### config.mk
export PLATFORM = sky130hd
export DESIGN_NAME = fetch_sequencer
export DESIGN_NICKNAME = d
export VERILOG_FILES = /design/src/rtl/fetch_sequencer_pkg.sv /design/src/rtl/fetch_sequencer_wait_timer.sv /design/src/rtl/fetch_sequencer.sv
export SDC_FILE = /design/constraint.sdc
export NUM_CORES = 1
export LEC_CHECK = 0
export CAP_MARGIN = 20
export CORE_UTILIZATION = 45
export DETAILED_ROUTE_END_ITERATION = 7
export PLACE_DENSITY = 0.82
export SYNTH_ARGS = -nofsm -noshare
export SYNTH_HDL_FRONTEND = slang
export SYNTH_SLANG_ARGS = --single-unit
export TNS_END_PERCENT = 10
### constraint.sdc
create_clock -name clk_i -period 1.9 [get_ports clk_i]
set_clock_uncertainty 0.1 [all_clocks]
set_input_delay 0.38 -clock clk_i [delete_from_list [all_inputs] [get_ports clk_i]]
set_output_delay 0.38 -clock clk_i [all_outputs]
set_load 0.01 [all_outputs]
### src/rtl/fetch_sequencer_pkg.sv
// Shared encodings for the fetch sequencer: state codes, mux selects and the
// single-bit control word decoded from each state.
package fetch_sequencer_pkg;

    typedef enum logic [3:0] {
        ST_RESET   = 4'd0,
        ST_VECTOR  = 4'd1,
        ST_FETCH   = 4'd2,
        ST_READ    = 4'd3,
        ST_LOAD_IR = 4'd4,
        ST_DECODE  = 4'd5,
        ST_EXEC    = 4'd6,
        ST_BRANCH  = 4'd7,
        ST_HALT    = 4'd8,
        ST_FAULT   = 4'd9
    } state_t;

    localparam logic [7:0] PC_SRC_INC    = 8'd0;
    localparam logic [7:0] PC_SRC_BRANCH = 8'd1;
    localparam logic [7:0] PC_SRC_VECTOR = 8'd2;
    localparam logic [7:0] ADDR_SRC_PC   = 8'd0;

    typedef struct packed {
        logic pc_rst_n;
        logic pc_ld_n;
        logic pc_inc_n;
        logic mar_rst_n;
        logic mar_ld_n;
        logic ir_ld_n;
        logic mem_rd_n;
        logic decode;
        logic halted;
        logic fault;
    } ctrl_t;

    localparam ctrl_t CTRL_IDLE = '{
        pc_rst_n: 1'b1, pc_ld_n: 1'b1, pc_inc_n: 1'b1, mar_rst_n: 1'b1,
        mar_ld_n: 1'b1, ir_ld_n: 1'b1, mem_rd_n: 1'b1,
        decode: 1'b0, halted: 1'b0, fault: 1'b0
    };

    localparam ctrl_t CTRL_RESET = '{
        pc_rst_n: 1'b0, pc_ld_n: 1'b1, pc_inc_n: 1'b1, mar_rst_n: 1'b0,
        mar_ld_n: 1'b1, ir_ld_n: 1'b1, mem_rd_n: 1'b1,
        decode: 1'b0, halted: 1'b0, fault: 1'b0
    };

    // Moore decode: each state drives at most its own strobes over the idle word.
    function automatic ctrl_t decode_ctrl(input state_t s);
        ctrl_t c;
        c = CTRL_IDLE;
        case (s)
            ST_RESET:   c = CTRL_RESET;
            ST_VECTOR:  c.pc_ld_n  = 1'b0;
            ST_FETCH:   c.mar_ld_n = 1'b0;
            ST_READ:    c.mem_rd_n = 1'b0;
            ST_LOAD_IR: begin
                c.ir_ld_n  = 1'b0;
                c.pc_inc_n = 1'b0;
            end
            ST_DECODE:  c.decode   = 1'b1;
            ST_BRANCH:  c.pc_ld_n  = 1'b0;
            ST_HALT:    c.halted   = 1'b1;
            ST_FAULT:   c.fault    = 1'b1;
            default:    c = CTRL_IDLE;
        endcase
        return c;
    endfunction

endpackage

### src/rtl/fetch_sequencer_wait_timer.sv
// Saturating 8-bit READ wait counter; expired flags the last permitted wait cycle.
module fetch_sequencer_wait_timer #(
    parameter int unsigned LIMIT = 15
) (
    input  logic clk_i,
    input  logic reset_ni,
    input  logic clear,
    input  logic enable,
    output logic expired
);

    localparam logic [7:0] LIMIT_LAST = 8'(LIMIT - 1);

    logic [7:0] wait_cnt_r;

    // Wait counter: cleared before each READ, counts not-ready cycles, sticks at all-ones.
    always_ff @(posedge clk_i or negedge reset_ni) begin
        if (!reset_ni) begin
            wait_cnt_r <= 8'd0;
        end else if (clear) begin
            wait_cnt_r <= 8'd0;
        end else if (enable && (wait_cnt_r != 8'hFF)) begin
            wait_cnt_r <= wait_cnt_r + 8'd1;
        end else begin
            wait_cnt_r <= wait_cnt_r;
        end
    end

    assign expired = (wait_cnt_r == LIMIT_LAST);

endmodule

### src/rtl/fetch_sequencer.sv
// Moore fetch sequencer: reset vector, then FETCH/READ/LOAD_IR/DECODE/EXEC with
// memory-timeout FAULT, BRANCH reload and terminal HALT.
module fetch_sequencer
    import fetch_sequencer_pkg::*;
#(
    parameter int unsigned PC_SELECT_SIZE   = 3,
    parameter int unsigned ADDR_SELECT_SIZE = 2,
    parameter int unsigned WAIT_LIMIT       = 15,
    parameter int unsigned COUNT_WIDTH      = 8
) (
    input  logic                        clk_i,
    input  logic                        reset_ni,
    input  logic                        mem_ready_i,
    input  logic                        exec_done_i,
    input  logic                        branch_i,
    input  logic                        halt_i,
    output logic                        pc_rst_no,
    output logic                        pc_ld_no,
    output logic                        pc_inc_no,
    output logic                        mar_rst_no,
    output logic                        mar_ld_no,
    output logic                        ir_ld_no,
    output logic                        mem_rd_no,
    output logic [PC_SELECT_SIZE-1:0]   pc_src_o,
    output logic [ADDR_SELECT_SIZE-1:0] addr_src_o,
    output logic                        decode_o,
    output logic                        halted_o,
    output logic                        fault_o,
    output logic [COUNT_WIDTH-1:0]      fetch_count_o
);

    state_t                      state_r;
    state_t                      state_next_s;
    ctrl_t                       ctrl_next_s;
    ctrl_t                       ctrl_r;
    logic [PC_SELECT_SIZE-1:0]   pc_src_next_s;
    logic [PC_SELECT_SIZE-1:0]   pc_src_r;
    logic [ADDR_SELECT_SIZE-1:0] addr_src_next_s;
    logic [ADDR_SELECT_SIZE-1:0] addr_src_r;
    logic [COUNT_WIDTH-1:0]      fetch_count_r;
    logic                        timer_clear_s;
    logic                        timer_enable_s;
    logic                        timer_expired_s;

    assign timer_clear_s  = (state_r == ST_FETCH);
    assign timer_enable_s = (state_r == ST_READ) && !mem_ready_i;

    fetch_sequencer_wait_timer #(
        .LIMIT (WAIT_LIMIT)
    ) u_wait_timer (
        .clk_i    (clk_i),
        .reset_ni (reset_ni),
        .clear    (timer_clear_s),
        .enable   (timer_enable_s),
        .expired  (timer_expired_s)
    );

    // State register.
    always_ff @(posedge clk_i or negedge reset_ni) begin
        if (!reset_ni) begin
            state_r <= ST_RESET;
        end else begin
            state_r <= state_next_s;
        end
    end

    // Next-state logic; unused encodings recover through RESET.
    always_comb begin
        state_next_s = state_r;
        case (state_r)
            ST_RESET:   state_next_s = ST_VECTOR;
            ST_VECTOR:  state_next_s = ST_FETCH;
            ST_FETCH:   state_next_s = ST_READ;
            ST_READ: begin
                if (mem_ready_i) begin
                    state_next_s = ST_LOAD_IR;
                end else if (timer_expired_s) begin
                    state_next_s = ST_FAULT;
                end else begin
                    state_next_s = ST_READ;
                end
            end
            ST_LOAD_IR: state_next_s = ST_DECODE;
            ST_DECODE:  state_next_s = ST_EXEC;
            ST_EXEC: begin
                if (!exec_done_i) begin
                    state_next_s = ST_EXEC;
                end else if (halt_i) begin
                    state_next_s = ST_HALT;
                end else if (branch_i) begin
                    state_next_s = ST_BRANCH;
                end else begin
                    state_next_s = ST_FETCH;
                end
            end
            ST_BRANCH:  state_next_s = ST_FETCH;
            ST_HALT:    state_next_s = ST_HALT;
            ST_FAULT:   state_next_s = ST_FAULT;
            default:    state_next_s = ST_RESET;
        endcase
    end

    // Output decode of the upcoming state, so the registered outputs track state_r exactly.
    always_comb begin
        ctrl_next_s     = decode_ctrl(state_next_s);
        addr_src_next_s = ADDR_SELECT_SIZE'(ADDR_SRC_PC);
        case (state_next_s)
            ST_VECTOR: pc_src_next_s = PC_SELECT_SIZE'(PC_SRC_VECTOR);
            ST_BRANCH: pc_src_next_s = PC_SELECT_SIZE'(PC_SRC_BRANCH);
            default:   pc_src_next_s = PC_SELECT_SIZE'(PC_SRC_INC);
        endcase
    end

    // Output register; reset forces the RESET-state control word without a clock.
    always_ff @(posedge clk_i or negedge reset_ni) begin
        if (!reset_ni) begin
            ctrl_r     <= CTRL_RESET;
            pc_src_r   <= PC_SELECT_SIZE'(PC_SRC_INC);
            addr_src_r <= ADDR_SELECT_SIZE'(ADDR_SRC_PC);
        end else begin
            ctrl_r     <= ctrl_next_s;
            pc_src_r   <= pc_src_next_s;
            addr_src_r <= addr_src_next_s;
        end
    end

    // Completed IR loads, wrapping.
    always_ff @(posedge clk_i or negedge reset_ni) begin
        if (!reset_ni) begin
            fetch_count_r <= {COUNT_WIDTH{1'b0}};
        end else if (state_r == ST_LOAD_IR) begin
            fetch_count_r <= fetch_count_r + COUNT_WIDTH'(1);
        end else begin
            fetch_count_r <= fetch_count_r;
        end
    end

    assign pc_rst_no     = ctrl_r.pc_rst_n;
    assign pc_ld_no      = ctrl_r.pc_ld_n;
    assign pc_inc_no     = ctrl_r.pc_inc_n;
    assign mar_rst_no    = ctrl_r.mar_rst_n;
    assign mar_ld_no     = ctrl_r.mar_ld_n;
    assign ir_ld_no      = ctrl_r.ir_ld_n;
    assign mem_rd_no     = ctrl_r.mem_rd_n;
    assign decode_o      = ctrl_r.decode;
    assign halted_o      = ctrl_r.halted;
    assign fault_o       = ctrl_r.fault;
    assign pc_src_o      = pc_src_r;
    assign addr_src_o    = addr_src_r;
    assign fetch_count_o = fetch_count_r;

endmodule

**Yosys cells after proc, flatten, opt, wreduce, memory -nomap -nowiden**

Index checks and enable logic that the tools add are counted.

- Register bits: 31
- Input bits: 6
- Logic and storage cells: 58

- $add $sub $neg: 2
- Equality and inequality tests: 19
- Mux-type cells: 17
- Reduce and logical (&&, ||, !) cells: 8

Operator list:

| operator | count |
|---|---|
| case mux 4 bit (9 select lines) | 1 |
| == test 4 x 3 -> 1 bit (second input constant) | 7 |
| adder 8 x 1 -> 8 bit (second input constant) | 2 |
| == test 4 x 2 -> 1 bit (second input constant) | 4 |
| == test 4 bit (second input constant) | 4 |
| two-way mux 4 bit | 4 |
| two-way mux 8 bit | 2 |
| == test 4 x 1 -> 1 bit (second input constant) | 2 |
| == test 8 x 4 -> 1 bit (second input constant) | 1 |
| zero test 4 bit | 2 |
| two-way mux 1 bit | 8 |
| != test 8 bit (second input constant) | 1 |
| case mux 2 bit (2 select lines) | 1 |
| OR reduction 2 bit | 2 |
| two-way mux 3 bit | 1 |
| logical AND 1 bit | 2 |
| nonzero test 2 bit | 1 |
| zero test 1 bit | 1 |

**Longest topological paths before layout**

Gate-level depths: netlist of the first run.

- Depth after elaboration: 7
- Mapped depth: 6
- Depth with buffers taken out: 6

**By module**

A second synthesis of the first run with hierarchy kept.

- Cell total of the unflattened synthesis: 143
- Area, all modules: 1516.5 um^2

By module, submodules not included:

| module | times used | cells each | area each (um^2) |
|---|---|---|---|
| fetch_sequencer | 1 | 87 | 998.5 |
| fetch_sequencer_wait_timer | 1 | 56 | 518.0 |

**Worst setup path before layout of the first run**

Ideal clock, no wire load.

- Path kind: register -> register
- From: register state_r[3]
- To: register u_wait_timer.wait_cnt_r[6]
- Library setup time: 0.078 ns
- Data arrival time: 1.650 ns
- Path slack: 0.073 ns
- Cell stages (with the launch flop): 6
- Path buffers: 1
- Clock period less this slack: 1.827 ns
- Cells stage by stage: dfrtp_1 > buf_6 > nand4bb_4 > or4b_4 > or3_1 > a21oi_1

- Longest elaborated chain between the ends: 4

Ends and longest elaborated chain:

| element | RTL line | text |
|---|---|---|
| start: declaration | fetch_sequencer.sv:32 | `state_t state_r;` |
| start signal: assignment | fetch_sequencer.sv:63 | `state_r <= state_next_s;` |
| == test 4 x 2 -> 1 bit | fetch_sequencer.sv:46 | `assign timer_enable_s = (state_r == ST_READ) && !mem_ready_i;` |
| logical AND 1 bit | fetch_sequencer.sv:46 |  |
| logical AND 1 bit | fetch_sequencer_wait_timer.sv:22 | `end else if (enable && (wait_cnt_r != 8'hFF)) begin` |
| nonzero test 2 bit (no line) | n/a |  |
| end signal: assignment | fetch_sequencer_wait_timer.sv:23 | `wait_cnt_r <= wait_cnt_r + 8'd1;` |
| end signal: assignment | fetch_sequencer_wait_timer.sv:25 | `wait_cnt_r <= wait_cnt_r;` |
| end: declaration | fetch_sequencer_wait_timer.sv:14 | `logic [7:0] wait_cnt_r;` |

Several ways; a longest one is shown, not always the timed one.
A chain may end at the register's enable or synchronous reset.

**Final worst setup path of the first run**

- From: register ctrl_r (netlist bit mar_ld_no)
- To: output port mar_ld_no

RTL lines:

| element | RTL line | text |
|---|---|---|
| start: declaration | fetch_sequencer.sv:35 | `ctrl_t ctrl_r;` |
| start signal: assignment | fetch_sequencer.sv:121 | `ctrl_r <= ctrl_next_s;` |
| end: declaration | fetch_sequencer.sv:21 | `output logic mar_ld_no,` |

No word-level cell between the ends.

==> flow_summary.yaml, run 1 <==
timing:
  hold_viol: 0
  rsz0062_at_grt: "no"
  min_period_over_period_pct: 97.6
  min_period_ns: 1.85
  slew_violations: 0
  setup_viol: 0
  fmax_mhz: 539
power_and_ir_drop:
  power.share.clock_pct: 16.7
  pwr-share-comb_pct: 43.5
  switching_share_pct: 34.7
  ir_drop_mv: 0.796
  seqPwrFrac_pct: 39.9
  power.density_nw_per_um2: 1260
  power.internal_mw: 1.53
  switchingPower_uw: 815
  p_leak_nw: 0.836
synthesis:
  ys_types: 38
  yosys_register_bits: 30
  syn-instance-count: 133
  syn_area_sq_um: 1440
  avgSynthCellArea_sq_um: 10.8
  yosysWarnings: 0
  synth-seq-area-share_pct: 52.7
outcome:
  status: "complete, no violations"
floorplanning:
  design.core.area_sq_um: 3030
  ios: 29
  die_h_um: 58.5
  die_w_um: 58.5
  start_util_pct: 47.4
  die_area_sq_um: 3420
  num_rows: 20
global_route:
  grt_pass1_vias: 1042
  grt_pass1_wl_mm: 4.51
  grt_max_degree: 31
  track_usage_pct: 18.4
  gr-total-overflow: 0
  antenna_found_initial: 0
worst_setup_path:
  max_stage_delay_ns: 0.53
  critPathLaunch: "mar_ld_no$_DFF_PN1_"
  rr_startpoint: "u_wait_timer.wait_cnt_r[0]$_DFFE_PN0P_"
  cp_cell_sequence: "clkdlybuf4s50_1"
  worstSetupEndpointType: "primary output"
  criticalPathCategory: "register to primary output"
  crit_fanout: 1
  critPathBufInv: 1
  start_kind: "register"
  crit_family: "buffers and inverters"
  cp_data_required_time_ns: 1.42
  cp_data_arrival_time_ns: 1.37
  slowest_stage: "clkdlybuf4s50_1"
placement:
  hpwl_mm: 1.97
  io_buffer_count: 25
  gp_congestion: 0.942
  dp.cells: 208
  dpl_cell_area_sq_um: 1780
cts:
  cts_made_buffers: 5
  cts-root-buf: "clkbuf_4"
  cts_tree: "yes"
  clk_pin_slew_ns: 0.09
  clk_latency_ns: 0.33
  htreeDepth: 2
  clock-sinks: 30
  cts_hold_buf: 0
  clock_path_buffers: 2
drt:
  avgViaCountPerCell: 4.95
  wl_per_cell_um: 12.1
  drt-total-wl_mm: 2.63
  via_count: 1074
  drt_iter0_drc: 33
  drc: 0
  ant_nets: 0
  drt_pass1_iterations: 4
final_layout:
  fin_cells: 217
  fill_cells: 255
  layout.nets: 181
  drive_gt1_share_pct: 19.1
  final_cell_mix: "26 x dfrtp_1, 21 x clkdlybuf4s50_1, 15 x buf_4"
  design_area_sq_um: 1860
  layout_commonest_cell: "dfrtp_1"
  regArea_sq_um: 756
  multi_input_area_sq_um: 606
  num_antenna_cells: 0
  areaGrowthSynthToFinish_pct: 29.4
worst_hold_path:
  min_path_type: "input port to async pin"
flow_run:
  cap_violations: 0
-- power by group through the flow --
stage | Clock [mW] | Sequential, mW | Combinational (mW)
detailed placement | 0 | 0.957 | 1.02
global route | 0.431 | 0.960 | 1.12
floorplan | 0 | 0.970 | 0.564
global placement | 0 | 0.949 | 0.983
CTS | 0.404 | 0.945 | 1.01
finish | 0.391 | 0.936 | 1.02
-- state kept, by name, summed over array words and instances (netlist names), 2 cells and up --
signal,cells
state_r,4
u_wait_timer.wait_cnt_r,8
fetch_count_o,8
pc_src_o,2
-- worst paths after layout --
check	end	slack [ns]	depth (start not counted)
worst max-delay path	mar_ld_no	0.05	1
worst min-delay path	fetch_count_o[6]$_DFFE_PN0P_	0.33	2
worst max register to register	u_wait_timer.wait_cnt_r[6]$_DFFE_PN0P_	0.07	5
worst min register to register	fetch_count_o[7]$_DFFE_PN0P_	0.38	1
max in group asynchronous	mem_rd_no$_DFF_PN1_	1.06	2
min in group clk_i	fetch_count_o[7]$_DFFE_PN0P_	0.38	1
-- timing repair --
action / CTS / global route
endpoints found under the setup margin: 2 / 3
setup buffers: 0 / 1
resized for setup: 2 / 3
-- logic make-up after synthesis --
kind of cell    Yosys count  synth area share (%)
compound gates           18                  7.93
xor+xnor                  8                  4.88
fa+ha+maj                 3                  2.62
buf+inv                  14                  5.93
flops                    30                  52.7
mux                       4                  2.88
other cells               1                 0.261
simple gates             55                  22.8
-- per-stage QoR --
stage	utilization (%)	setup TNS (ns)	setup WS, ns	hold WS, ns	total power, mW
6_report	61.3	0	0.0450	0.325	2.35
3_3_place_gp	58.9	-0.101	-0.0710	0.362	1.93
3_5_place_dp	58.9	-0.273	-0.104	0.369	1.97
5_1_grt	61.3	0	0.00240	0.346	2.51
2_1_floorplan	-	0	0.0728	-0.0156	1.53
4_1_cts	60.8	0	0.0238	0.327	2.36
-- layer usage --
| metal | track usage (%) | vias to the layer above | wire, um |
|---|---|---|---|
| met3 | 4.84 | 8 | 120 |
| met1 | 20.8 | 503 | 1120 |
| met2 | 29.7 | 27 | 1320 |
| li1 | - | 536 | - |
| met4 | 13.9 | 0 | 72 |
| met5 | 0 | - | 0 |
-- cell type report --
class,instances,share of cell area (%)
clock inverters,1,0.270
repair buffers,40,19.7
multi-input cells,91,32.6
inverters,4,0.809
flip-flops and latches,30,40.7
clock buffers,7,2.96
well taps,44,2.96
-- synthesized netlist by cell type (all sizes together) --
master | count | area share (%)
nand2b | 1 | 0.44
or3b | 1 | 0.61
and3 | 1 | 0.44
dfrtp | 26 | 45
nand4b | 2 | 1.2
nand4 | 3 | 1.3
or4b | 1 | 0.96
nor4b | 1 | 1.0
and4 | 2 | 1.2
o31ai | 1 | 0.52
xnor2 | 4 | 2.4
nand3 | 3 | 1.0
nor2b | 2 | 0.87
dfstp | 4 | 7.3
nor4 | 3 | 1.3
conb | 1 | 0.26
or2 | 2 | 0.87
xor2 | 4 | 2.4
or3 | 3 | 1.3
nand4bb | 1 | 1.9
a311o | 1 | 0.70
a211o | 1 | 0.61
ha | 3 | 2.6
o21ai | 5 | 1.7
a21o | 1 | 0.52
mux2 | 1 | 0.78
clkbuf | 1 | 0.26
buf | 9 | 4.6
nor2 | 12 | 3.1
nand2 | 11 | 2.9
inv | 4 | 1.0
mux2i | 3 | 2.1
a211oi | 4 | 2.1
a21oi | 5 | 1.7
nor3 | 5 | 1.7
nand3b | 1 | 0.52
Note: power is estimated with default switching activity, not from simulation.
==> run 2, diff against run 1 <==
==> constraint.sdc (replaced) <==
create_clock -name clk_i -period 1.9 [get_ports clk_i]
set_clock_uncertainty 0.1 [all_clocks]
set_input_delay 0.19 -clock clk_i [delete_from_list [all_inputs] [get_ports clk_i]]
set_output_delay 0.19 -clock clk_i [all_outputs]
set_load 0.01 [all_outputs]
==> flow_summary.yaml, run 2 (synthesis results as in run 1) <==
floorplanning:
  die_h_um: 58.5
  num_rows: 20
  design.core.area_sq_um: 3030
  die_w_um: 58.5
  start_util_pct: 47.4
  ios: 29
  die_area_sq_um: 3420
global_route:
  grt_pass1_wl_mm: 4.90
  gr-total-overflow: 0
  track_usage_pct: 19.5
  antenna_found_initial: 0
  grt_pass1_vias: 1102
  grt_max_degree: 31
power_and_ir_drop:
  switching_share_pct: 33.9
  pwr-share-comb_pct: 41.8
  power.share.clock_pct: 19.3
  p_leak_nw: 0.828
  ir_drop_mv: 0.672
  power.density_nw_per_um2: 1300
  finalPower_mw: 2.43
  switchingPower_uw: 824
  power.internal_mw: 1.61
  seqPwrFrac_pct: 39.0
worst_setup_path:
  r2r_cells: 5
  worstSetupEndpointType: "register"
  cp_data_arrival_time_ns: 2.00
  cp_data_required_time_ns: 2.07
  r2r_slack_ns: 0.08
  crit_fanout: 3
  r2r-end: "u_wait_timer.wait_cnt_r[6]$_DFFE_PN0P_"
  start_kind: "register"
  rr_startpoint: "u_wait_timer.wait_cnt_r[0]$_DFFE_PN0P_"
  criticalPathCategory: "register to register"
timing:
  min_period_over_period_pct: 95.9
  setup_ws_ns: 0.0779
  fmax_mhz: 549
  hold_viol: 0
  rsz0062_at_grt: "yes"
  timing.hold.ws_ns: 0.141
  min_period_ns: 1.82
  slew_violations: 0
  setup_viol: 0
cts:
  clk_latency_ns: 0.33
  cts_made_buffers: 5
  cts-root-buf: "clkbuf_4"
  cts_tree: "yes"
  htreeDepth: 2
  clock-sinks: 30
  clock_path_buffers: 2
  cts_hold_buf: 0
  clk_pin_slew_ns: 0.10
drt:
  drc: 0
  drt_iter0_drc: 32
  via_count: 1098
  wl_per_cell_um: 13.1
  drt_pass1_iterations: 4
  drt-total-wl_mm: 2.82
  top_layer_used: "met4"
  ant_nets: 0
  drt-met1-wl_mm: 1.23
  avgViaCountPerCell: 5.11
  wl_met2_mm: 1.42
  wl_met3_um: 121
final_layout:
  areaGrowthSynthToFinish_pct: 30.4
  fill_cells: 257
  layout_commonest_cell: "dfrtp_1"
  fin_cells: 215
  num_antenna_cells: 0
  drive_gt1_share_pct: 20.5
  final_cell_mix: "26 x dfrtp_1, 25 x clkdlybuf4s50_1, 13 x buf_4"
  design_area_sq_um: 1870
  layout.nets: 179
flow_run:
  cap_violations: 0
placement:
  hpwl_mm: 2.12
  gp_congestion: 0.963
  dp.cells: 206
  dpl_cell_area_sq_um: 1770
  io_buffer_count: 25
  dp_slack_ns: 0.0160
outcome:
  status: "complete, no violations"
worst_hold_path:
  min_path_type: "input port to async pin"
## run 2: cell types whose count changed in the layout (fill, tap and decap cells not counted), moves of 2 or more
cell             delta
clkbuf_8            +2
dlygate4sd2_1       -2
clkdlybuf4s50_1     +4
buf_4               -2
dlymetal6s2s_1      -2
## run 2: repair_timing
item,CTS,global route
endpoints found under the setup margin,0,2
buffers inserted,0,1
resized for setup,0,4
## run 2: per-layer routing
layer | vias up | global-route usage (%)
met4 | 0 | 7.14
met5 | - | 0
met3 | 6 | 6.15
li1 | 533 | -
met2 | 24 | 34.8
met1 | 535 | 22.0
## run 2: critical path: stages, from the launching register on
cell,delay (ns)
dfrtp_1,0.39
ha_2,0.19
and3_4,0.18
or4b_4,0.46
or3_1,0.33
a21oi_2,0.11
## run 2: metrics by stage
stage | util [%] | setup TNS (ns)
floorplan | - | 0
CTS | 61.0 | 0
detailed placement | 58.4 | 0
global route | 61.8 | -0.0219
global placement | 58.4 | 0
finish | 61.8 | 0
## run 2: final cells by class
| type | count | area [sq um] | share of cell area (%) |
|---|---|---|---|
| clock buffer | 8 | 78.8 | 4.21 |
| inverter | 4 | 15.0 | 0.802 |
| multi-input combinational | 91 | 619 | 33.1 |
| sequential | 30 | 756 | 40.4 |
| tap | 44 | 55.1 | 2.94 |
| timing repair buffer | 38 | 348 | 18.6 |
## run 2: worst max path at each step
stage                                                       from                                     end  slack, ns  depth (start not counted)
final                     u_wait_timer.wait_cnt_r[0]$_DFFE_PN0P_  u_wait_timer.wait_cnt_r[6]$_DFFE_PN0P_       0.08                          5
after global routing      u_wait_timer.wait_cnt_r[1]$_DFFE_PN0P_  u_wait_timer.wait_cnt_r[6]$_DFFE_PN0P_      -0.02                          5
after CTS                 u_wait_timer.wait_cnt_r[1]$_DFFE_PN0P_  u_wait_timer.wait_cnt_r[6]$_DFFE_PN0P_       0.06                          5
after detailed placement                             mem_ready_i  u_wait_timer.wait_cnt_r[7]$_DFFE_PN0P_       0.02                          5
after global placement                               mem_ready_i  u_wait_timer.wait_cnt_r[6]$_DFFE_PN0P_       0.06                          4
after floorplan                             state_r[3]$_DFF_PN0_  u_wait_timer.wait_cnt_r[6]$_DFFE_PN0P_       0.07                          5
## run 2: power groups by stage
| stage | clock, mW | sequential, mW | combinational, mW |
|---|---|---|---|
| 2_1_floorplan | 0 | 0.970 | 0.564 |
| 6_report | 0.469 | 0.949 | 1.02 |
| 3_5_place_dp | 0 | 0.963 | 1.00 |
| 4_1_cts | 0.482 | 0.950 | 1.01 |
| 5_1_grt | 0.507 | 0.971 | 1.12 |
| 3_3_place_gp | 0 | 0.949 | 0.974 |
